--- src/rtl/apb_pkg.sv ---
// Shared APB definitions for the bridge master and the slave models.
package apb_pkg;

  typedef enum logic [1:0] {
    APB_IDLE   = 2'd0,
    APB_SETUP  = 2'd1,
    APB_ACCESS = 2'd2
  } apb_state_e;

  localparam int unsigned APB_TIMEOUT_DEFAULT = 16;

endpackage

--- src/rtl/apb_wait_timer.sv ---
// Counts ACCESS cycles spent waiting on PREADY; flags the last allowed wait cycle.
module apb_wait_timer #(
  parameter int unsigned TIMEOUT = 16
) (
  input  logic _PCLK,
  input  logic _PRESET,
  input  logic clear,
  input  logic en,
  output logic expired
);

  localparam int unsigned CW = $clog2(TIMEOUT + 1);

  logic [CW-1:0] count;

  // Saturates at TIMEOUT so a stalled count can never wrap back into range.
  always_ff @(posedge _PCLK or posedge _PRESET) begin
    if (_PRESET) begin
      count <= '0;
    end else if (clear) begin
      count <= '0;
    end else if (en && (count < CW'(TIMEOUT))) begin
      count <= count + 1'b1;
    end
  end

  assign expired = en && (count == CW'(TIMEOUT - 1));

endmodule

--- src/rtl/apb_master_bridge.sv ---
// APB requester: turns a valid/ready command into SETUP/ACCESS transfers and
// reports each completion or timeout abort on a one-cycle response pulse.
module apb_master_bridge
  import apb_pkg::*;
#(
  parameter int          ADDR_W  = 32,
  parameter int          DATA_W  = 32,
  parameter int unsigned TIMEOUT = APB_TIMEOUT_DEFAULT
) (
  input  logic              _PCLK,
  input  logic              _PRESET,
  input  logic              cmd_valid,
  output logic              cmd_ready,
  input  logic              cmd_write,
  input  logic [ADDR_W-1:0] cmd_addr,
  input  logic [DATA_W-1:0] cmd_wdata,
  output logic              rsp_valid,
  output logic [DATA_W-1:0] rsp_rdata,
  output logic              rsp_err,
  output logic              rsp_timeout,
  output logic              _PSEL1,
  output logic              _PENABLE,
  output logic              _PWRITE,
  output logic [ADDR_W-1:0] _PADDR,
  output logic [DATA_W-1:0] _PWDATA,
  input  logic [DATA_W-1:0] _PRDATA,
  input  logic              _PREADY,
  input  logic              _PSLVERR
);

  apb_state_e state;
  logic       load_cmd;
  logic       wait_en;
  logic       expired;

  // Ready is offered in the completing ACCESS cycle too, so commands chain without an IDLE gap.
  assign cmd_ready = !_PRESET &&
                     ((state == APB_IDLE) || ((state == APB_ACCESS) && _PREADY));
  assign load_cmd  = cmd_valid && cmd_ready;
  assign wait_en   = (state == APB_ACCESS) && !_PREADY;

  apb_wait_timer #(
    .TIMEOUT (TIMEOUT)
  ) u_wait_timer (
    ._PCLK   (_PCLK),
    ._PRESET (_PRESET),
    .clear   (load_cmd),
    .en      (wait_en),
    .expired (expired)
  );

  always_ff @(posedge _PCLK or posedge _PRESET) begin
    if (_PRESET) begin
      state       <= APB_IDLE;
      _PSEL1      <= 1'b0;
      _PENABLE    <= 1'b0;
      _PWRITE     <= 1'b0;
      _PADDR      <= '0;
      _PWDATA     <= '0;
      rsp_valid   <= 1'b0;
      rsp_rdata   <= '0;
      rsp_err     <= 1'b0;
      rsp_timeout <= 1'b0;
    end else begin
      rsp_valid   <= 1'b0;
      rsp_rdata   <= '0;
      rsp_err     <= 1'b0;
      rsp_timeout <= 1'b0;

      if (load_cmd) begin
        _PWRITE <= cmd_write;
        _PADDR  <= cmd_addr;
        _PWDATA <= cmd_wdata;
      end

      case (state)
        APB_IDLE: begin
          if (load_cmd) begin
            state    <= APB_SETUP;
            _PSEL1   <= 1'b1;
            _PENABLE <= 1'b0;
          end
        end

        APB_SETUP: begin
          state    <= APB_ACCESS;
          _PENABLE <= 1'b1;
        end

        APB_ACCESS: begin
          if (_PREADY) begin
            rsp_valid <= 1'b1;
            rsp_err   <= _PSLVERR;
            if (!_PWRITE && !_PSLVERR) begin
              rsp_rdata <= _PRDATA;
            end
            _PENABLE <= 1'b0;
            if (load_cmd) begin
              state <= APB_SETUP;
            end else begin
              state  <= APB_IDLE;
              _PSEL1 <= 1'b0;
            end
          end else if (expired) begin
            rsp_valid   <= 1'b1;
            rsp_err     <= 1'b1;
            rsp_timeout <= 1'b1;
            state       <= APB_IDLE;
            _PSEL1      <= 1'b0;
            _PENABLE    <= 1'b0;
          end
        end

        default: begin
          state    <= APB_IDLE;
          _PSEL1   <= 1'b0;
          _PENABLE <= 1'b0;
        end
      endcase
    end
  end

endmodule
--- config.mk ---
export PLATFORM = sky130hd
export DESIGN_NAME = apb_master_bridge
export DESIGN_NICKNAME = d
export VERILOG_FILES = /design/src/rtl/apb_pkg.sv /design/src/rtl/apb_wait_timer.sv /design/src/rtl/apb_master_bridge.sv
export SDC_FILE = /design/constraint.sdc
export NUM_CORES = 1
export LEC_CHECK = 0
export CORE_MARGIN = 3
export CORE_UTILIZATION = 35
export DETAILED_ROUTE_END_ITERATION = 16
export GPL_TIMING_DRIVEN = 0
export PLACE_DENSITY = 0.78
export SLEW_MARGIN = 20
export SYNTH_ARGS = -nofsm -noshare
export SYNTH_HDL_FRONTEND = slang
export SYNTH_SLANG_ARGS = --single-unit
--- constraint.sdc ---
create_clock -name _PCLK -period 8.6 [get_ports _PCLK]
set_clock_uncertainty 0.15 [all_clocks]
set_input_delay 1.29 -clock _PCLK [delete_from_list [all_inputs] [get_ports _PCLK]]
set_output_delay 1.29 -clock _PCLK [all_outputs]
set_load 0.01 [all_outputs]
# Word-level counts from Yosys, hierarchy flattened
# Index checks and enable logic that the tools add are counted.
# word_totals
ff_bits,109
input_bits,102
output_inout_bits,103
wordCells,61
# classes
add_sub_neg,1
magnitude_cmp,1
n_eq_ne,6
n_mux,25
n_bitwise,1
n_reduce_logical,16
# ops
op,count
$mux 32,3
$mux 1,14
$mux 5,2
$logic_and 1x1->1,7
$mux 2,3
$ne 3x3->1 const B,2
$pmux 1 s3,2
$pmux 2 s3,1
$add 5x1->5 const B,1
$eq 5x4->1 const B,1
$lt 5x5->1 const B,1
$logic_not 1->1,4
$reduce_and 4->1,1
$eq 2x1->1 const B,1
$eq 2x2->1 const B,1
$logic_not 2->1,1
$ne 2x2->1 const B,1
$reduce_and 2->1,1
$reduce_bool 2->1,1
$logic_or 1x1->1,1
$not 1->1,1

# Longest topological paths before layout
# Gate-level depths: netlist of run 1.
# depth
ltp_word,8
ltp_mapped,6
ltp_nobuf,6

# Modules after synthesis
# From an unflattened synthesis of run 1, not the netlist that was laid out.
# unflattened
cells_unflattened,255
hier_area_um2,4172.8
# by_module_without_submodules
module,n_inst,cells_per_inst,area_each_um2,seq_area_each_um2
apb_master_bridge,1,230,3901.2,2577.5
apb_wait_timer,1,25,271.5,125.1

# Worst setup path before layout of run 1
# No wires, ideal clock.
# synth_timing
kind,input-to-output
start,input port _PREADY
end,output port cmd_ready
t_arrival_ns,2.001
required_time_ns,7.160
setup_slack_ns,5.159
cell_stages,3
n_path_buf,1
path_cell_list,buf_2 -> and2b_1 -> nor3_1
# synth_between
elab_chain_len,3
# synth_lines
element,line,rtl
from (decl),apb_master_bridge.sv:27,"input logic _PREADY,"
$logic_and 1x1->1,apb_master_bridge.sv:38,((state == APB_IDLE) || ((state == APB_ACCESS) && _PREADY));
$logic_or 1x1->1,apb_master_bridge.sv:38,
$logic_and 1x1->1,apb_master_bridge.sv:37,assign cmd_ready = !_PRESET &&
to (decl),apb_master_bridge.sv:13,"output logic cmd_ready,"
# No other way between the ends.

# Worst setup path after layout of run 1
# layout_timing
start,input port _PRESET
end,output port cmd_ready
# layout_between
elab_chain_len,2
# layout_lines
element,line,rtl
from (decl),apb_master_bridge.sv:11,"input logic _PRESET,"
$logic_not 1->1 (no line),n/a,
$logic_and 1x1->1,apb_master_bridge.sv:37,
# No other way between the ends.

==> results.cfg, run 1 <==
[cells_and_area]
nNetsFinal = 577
layout_commonest_cell = clkdlybuf4s50_1
n_antenna_cell = 0
fill_cells = 923
final_cell_mix = clkdlybuf4s50_1 (203), dfrtp_1 (108), mux2_2 (45), and2_1 (32), mux2_4 (20)
drive_gt1_share_pct = 19.87
syn2layout_area_growth_pct = 62.85
postLayoutCoreUtil_pct = 58.64
final_cells = 621

[global_route]
grt_usage_pct = 15.21
grt_antenna_before_repair = 0
overflow = 0
grt_pass1_vias = 2976
grt_first_pass_wirelength_um = 15550
grt_max_degree = 56

[critical_path]
end_kind = primary output
crit_chain = clkdlybuf4s50_1 -> nor3_1 -> clkdlybuf4s50_1
cp_top_family = buffers and inverters
start_kind = primary input
cp_common_cell = clkdlybuf4s50_1
required_ns = 7.16
slowest_stage = clkdlybuf4s50_1
arrival_ns = 2.60
path_class = primary input to primary output
path_buf_inv = 2
cp_slowest_stage_delay_ns = 0.57
crit_fanout = 4

[clock_tree]
cts_tree = done
post_cts_buffers = 0
clk_pin_slew_ns = 0.06
cts_buffer_depth = 2
cts_sinks = 108
cts-hold-fix-buffers = 0
htreeDepth = 3
cts-root-buf = clkbuf_16
numCtsBuffers = 9
cts_resized = 0
clkLatencyLatePin_ns = 0.33

[routing]
wl_met3_um = 1240
routedWlPerCell_um = 15.95
via_per_inst = 4.533
drt_wl_total_um = 9902
dr.first_iter.drc_count = 80
drt-met1-wl_um = 3749
dr.pass1.iters = 4
route.top_layer_used = met4
wl_met2_um = 4803
ant_nets = 0
drcViolationCount = 0
routed-via-count = 2815

[timing]
hold_violations = 0
fin_crit_sh_pct = 46.96
rsz0062_at_grt = no
setup_slack_ns = 4.562
setup_tns_ns = 0
final-max-slew-violation-count = 0
period_minus_slack_ns = 4.038
worst_slew_pin_slew_ns = 0.4938
finalSetupViolations = 0
slew-limit-headroom_pct = 66.99
fmax_mhz = 247.6

[floorplan]
die_w_um = 114.6
core_area_sq_um = 11470
num_rows = 39
initial_core_util_pct = 36.01
die_area_sq_um = 13140
ios = 205
die_y_um = 114.6

[run_status]
status = finished clean

[power_and_ir_drop]
p_leak_uw = 0.002898
max-vdd-ir-drop_v = 0.0001100
power_density_nw_per_um2 = 216.2
fin_total_pwr_uw = 1454

[run]
maxCapViolations = 0

[yosys]
synth_cell_types = 32
synth_seq_cells = 108
synth_area_sq_um = 4129
avgSynthCellArea_sq_um = 16.00
synth_warnings = 0
syn_inst = 258
seq_area_frac_synth_pct = 65.45
syn-num-nets = 362

[place]
dpl_worst_slack_ns = 4.544
port_buffers = 203
dpl.cell_count = 605
dpl.hpwl_um = 7591
place.gp.congestion = 0.7407

[worst_hold_path]
min-delay-path-class = register to register
[synth_stat cells, drive strengths merged]
cell type | count | area (sq um)
dfrtp | 108 | 2703
mux2 | 65 | 807.0
and2 | 32 | 200.2
nor2 | 10 | 53.80
buf | 8 | 120.1
nand2 | 5 | 18.77
clkbuf | 3 | 11.26
a21oi | 2 | 10.01
and3 | 2 | 12.51
ha | 2 | 25.02
inv | 2 | 7.510
nand2b | 2 | 12.51
nor4b | 2 | 38.78
o21ai | 2 | 10.01
or3b | 2 | 20.02
a31oi | 1 | 6.260
and2b | 1 | 7.510
mux2i | 1 | 10.01
nand3 | 1 | 5.000
nor3 | 1 | 5.000
nor4 | 1 | 6.260
o22ai | 1 | 6.260
o31ai | 1 | 7.510
o41ai | 1 | 8.760
or2b | 1 | 7.510
xnor2 | 1 | 8.760
[final timing paths]
path                                    startpoint                      end  slack (ns)  depth (start not counted)
hold / removal             _PWDATA[11]$_DFFE_PP0P_  _PWDATA[11]$_DFFE_PP0P_        0.35                          1
hold reg to reg            _PWDATA[11]$_DFFE_PP0P_  _PWDATA[11]$_DFFE_PP0P_        0.35                          1
setup / recovery                           _PRESET                cmd_ready        4.56                          3
max in group asynchronous                  _PRESET  rsp_rdata[26]$_DFF_PP0_        6.37                          3
setup reg to reg              state[0]$_DFFE_PP0P_    _PADDR[6]$_DFFE_PP0P_        6.58                          4
min in group asynchronous                  _PRESET   _PWDATA[8]$_DFFE_PP0P_        1.31                          2
[state kept, by name, summed over array words and instances, names as in the netlist, 5 cells and up]
name,flops
_PADDR,32
_PWDATA,32
rsp_rdata,32
u_wait_timer.count,5
[kinds of logic after synthesis]
group / count (synthesis) / synth area share (%)
buffers and inverters: 13 / 3.364
DFF: 108 / 65.45
muxes: 66 / 19.79
and+or+nand+nor: 60 / 9.394
xor gates and xnor gates: 1 / 0.2122
AOI/OAI and AO/OA: 8 / 1.182
adders and majority gates: 2 / 0.6060
[metrics by stage]
step / area (sq um) / hold WS, ns
after CTS: 6724 / 0.3605
after global placement: 6340 / 0.3394
final: 6724 / 0.3547
after global routing: 6724 / 0.3668
after detailed placement: 6372 / 0.3445
after floorplan: 4129 / 0.3560
[routing by layer]
metal / vias up / GRT usage [%]
met5: - / 0
met4: 0 / 5.067
met3: 8 / 7.135
met2: 139 / 24.52
met1: 1367 / 17.93
li1: 1301 / -
[report_power, final]
| group | internal [uW] | switching, uW | total, uW |
|---|---|---|---|
| clock network | 300 | 170 | 471 |
| logic | 239 | 121 | 360 |
| registers | 582 | 40.5 | 623 |
| total | 1120 | 332 | 1450 |
[cell type report]
class / instances / area (sq um) / area share (%)
Sequential cell: 108 / 2703 / 40.19
Timing Repair Buffer: 204 / 2059 / 30.63
Multi-Input combinational cell: 137 / 1287 / 19.15
Clock buffer: 12 / 256.5 / 3.815
Tap cell: 143 / 178.9 / 2.661
Buffer: 11 / 131.4 / 1.954
Clock inverter: 4 / 95.09 / 1.414
Inverter: 2 / 12.51 / 0.1861
Note: power is estimated with default switching activity, not from simulation.
==> run 2, diff against run 1 <==
clock period = 4.2 ns   (was 8.6 ns; I/O delays follow)
==> results of run 2 <==
The final DEF is identical to that of run 1. Status: finished clean.
Main changes from that run: setup slack after placement 4.544 ns -> 1.464 ns; setup slack after layout 4.562 ns -> 1.482 ns; register-to-register setup slack 6.58 ns -> 2.18 ns; total power 1454 uW -> 2976 uW; worst IR drop on VDD 0.0001100 V -> 0.0002253 V
==> run 3, diff against run 2 <==
PLACE_DENSITY = 0.81   (was 0.78)
clock period = 2.49 ns   (was 4.2 ns; I/O delays follow)
==> run 3 against run 2 <==
Global-route usage grew 0.47 points. Highest routed layer unchanged. Power rose by 64%. Critical endpoint unchanged. Setup slack worse by 1.3 ns. Non-clock buffer count is 2 higher. Utilization fell by 0.055 points. Sequential share of layout area hardly changed. Clock power is 52% higher. Final area is essentially flat. Worst hold slack got worse by 0.12 ns.
==> results.cfg, run 3 (synthesis gave the netlist of run 1 again) <==
[critical_path]
end_kind = primary output
crit_fanout = 8
path_class = register to primary output
start_kind = register
cp_top_family = buffers and inverters
required_ns = 1.97
crit_start = _PENABLE$_DFFE_PP0P_
path_buf_inv = 1
cp_slowest_stage_delay_ns = 0.57
arrival_ns = 1.79
reg2reg_from = state[0]$_DFFE_PP0P_
slowest_stage = clkdlybuf4s50_1
crit_chain = and2b_1 -> nor3_1 -> clkdlybuf4s50_1

[global_route]
grt_max_degree = 36
overflow = 0
grt_pass1_vias = 3112
grt_antenna_before_repair = 0
grt_first_pass_wirelength_um = 15720
grt_usage_pct = 15.68

[timing]
hold_violations = 0
worst_slew_pin_slew_ns = 0.4639
fmax_mhz = 432.3
period_minus_slack_ns = 2.313
final-max-slew-violation-count = 0
rsz0062_at_grt = no
finalSetupViolations = 0
fin_crit_sh_pct = 92.90
slew-limit-headroom_pct = 68.99
setup_tns_ns = 0

[power_and_ir_drop]
power_density_nw_per_um2 = 724.8
p_leak_uw = 0.002892
fin_total_pwr_uw = 4869
max-vdd-ir-drop_v = 0.0005557

[floorplan]
die_w_um = 114.6
core_area_sq_um = 11470
die_y_um = 114.6
ios = 205
num_rows = 39
initial_core_util_pct = 36.01
die_area_sq_um = 13140

[cells_and_area]
postLayoutCoreUtil_pct = 58.58
nNetsFinal = 579
layout_commonest_cell = clkdlybuf4s50_1
final_cell_mix = clkdlybuf4s50_1 (203), dfrtp_1 (108), mux2_2 (45), and2_1 (32), mux2_4 (20)
fill_cells = 890
final_cells = 623
drive_gt1_share_pct = 20.21
postLayoutCellArea_sq_um = 6718
n_antenna_cell = 0
syn2layout_area_growth_pct = 62.70
largest_registers = _PADDR: 32 flops, _PWDATA: 32 flops, rsp_rdata: 32 flops

[run]
maxCapViolations = 0

[routing]
drcViolationCount = 0
dr.first_iter.drc_count = 118
routedWlPerCell_um = 15.97
dr.pass1.iters = 4
drt_wl_total_um = 9947
ant_nets = 0
via_per_inst = 4.520
routed-via-count = 2816

[place]
placed_area_sq_um = 6404
place.gp.congestion = 0.7236
port_buffers = 203
dpl.hpwl_um = 7755
dpl.cell_count = 607

[worst_hold_path]
hold_start = _PREADY
min-delay-path-class = primary input to register

[clock_tree]
clkLatencyLatePin_ns = 0.34
cts_sinks = 108
cts_tree = done
cts_resized = 0
cts-root-buf = clkbuf_16
numCtsBuffers = 9
post_cts_buffers = 0
cts-hold-fix-buffers = 0
htreeDepth = 3
clk_pin_slew_ns = 0.07
cts_buffer_depth = 2

[run_status]
status = finished clean
-- run 3: cell types whose count changed in the layout (fill, tap and decap cells not counted) --
cell and change:
inv_6 -1, clkbuf_8 +1, buf_16 -1, clkinv_4 +1, clkinvlp_4 +1, bufinv_16 -2
buf_12 +3
-- run 3: worst min-delay path, delay by kind of cell --
| family | cells | cell delay [ns] |
|---|---|---|
| and+or+nand+nor | 1 | 0.08 |
| buffers and inverters | 1 | 0.17 |
| AOI/OAI and AO/OA | 1 | 0.06 |
-- run 3: final timing paths --
check	end	slack, ns	depth (start not counted)
worst max-delay path	cmd_ready	0.18	3
worst min-delay path	rsp_err$_DFF_PP0_	0.23	3
worst max register to register	_PWDATA[13]$_DFFE_PP0P_	0.46	4
worst min register to register	_PWDATA[25]$_DFFE_PP0P_	0.36	1
max in group asynchronous	rsp_rdata[25]$_DFF_PP0_	1.42	3
min in group asynchronous	rsp_timeout$_DFF_PP0_	0.30	2
-- run 3: layout make-up --
class | instances | area [sq um] | area share, %
buffer | 11 | 131.4 | 1.956
inverter | 2 | 11.26 | 0.1676
clock buffer | 13 | 270.3 | 4.023
sequential | 108 | 2703 | 40.23
tap | 143 | 178.9 | 2.663
timing repair buffer | 206 | 2092 | 31.14
multi-input combinational | 137 | 1287 | 19.17
clock inverter | 3 | 43.79 | 0.6519
-- run 3: per-stage QoR --
stage	hold WS (ns)	setup WS, ns
floorplan	0.3521	0.6047
global placement	0.3380	-0.4271
detailed placement	0.3451	0.03844
CTS	0.2241	0.1409
global route	0.2360	0.06809
finish	0.2329	0.1768
-- run 3: metal layers --
layer / track usage (%) / share of wire [%] / vias up
met2: 26.27 / 50 / 139
met5: 0 / 0 / -
met4: 4.434 / 1.4 / 0
met1: 16.51 / 35 / 1364
li1: - / - / 1304
met3: 9.567 / 13 / 9
-- run 3: power breakdown --
group / switching [uW] / total, uW / leakage (uW) / internal [uW]
logic: 422 / 1250 / 0.00138 / 832
clock network: 599 / 1460 / 0.000156 / 862
registers: 142 / 2150 / 0.00136 / 2010
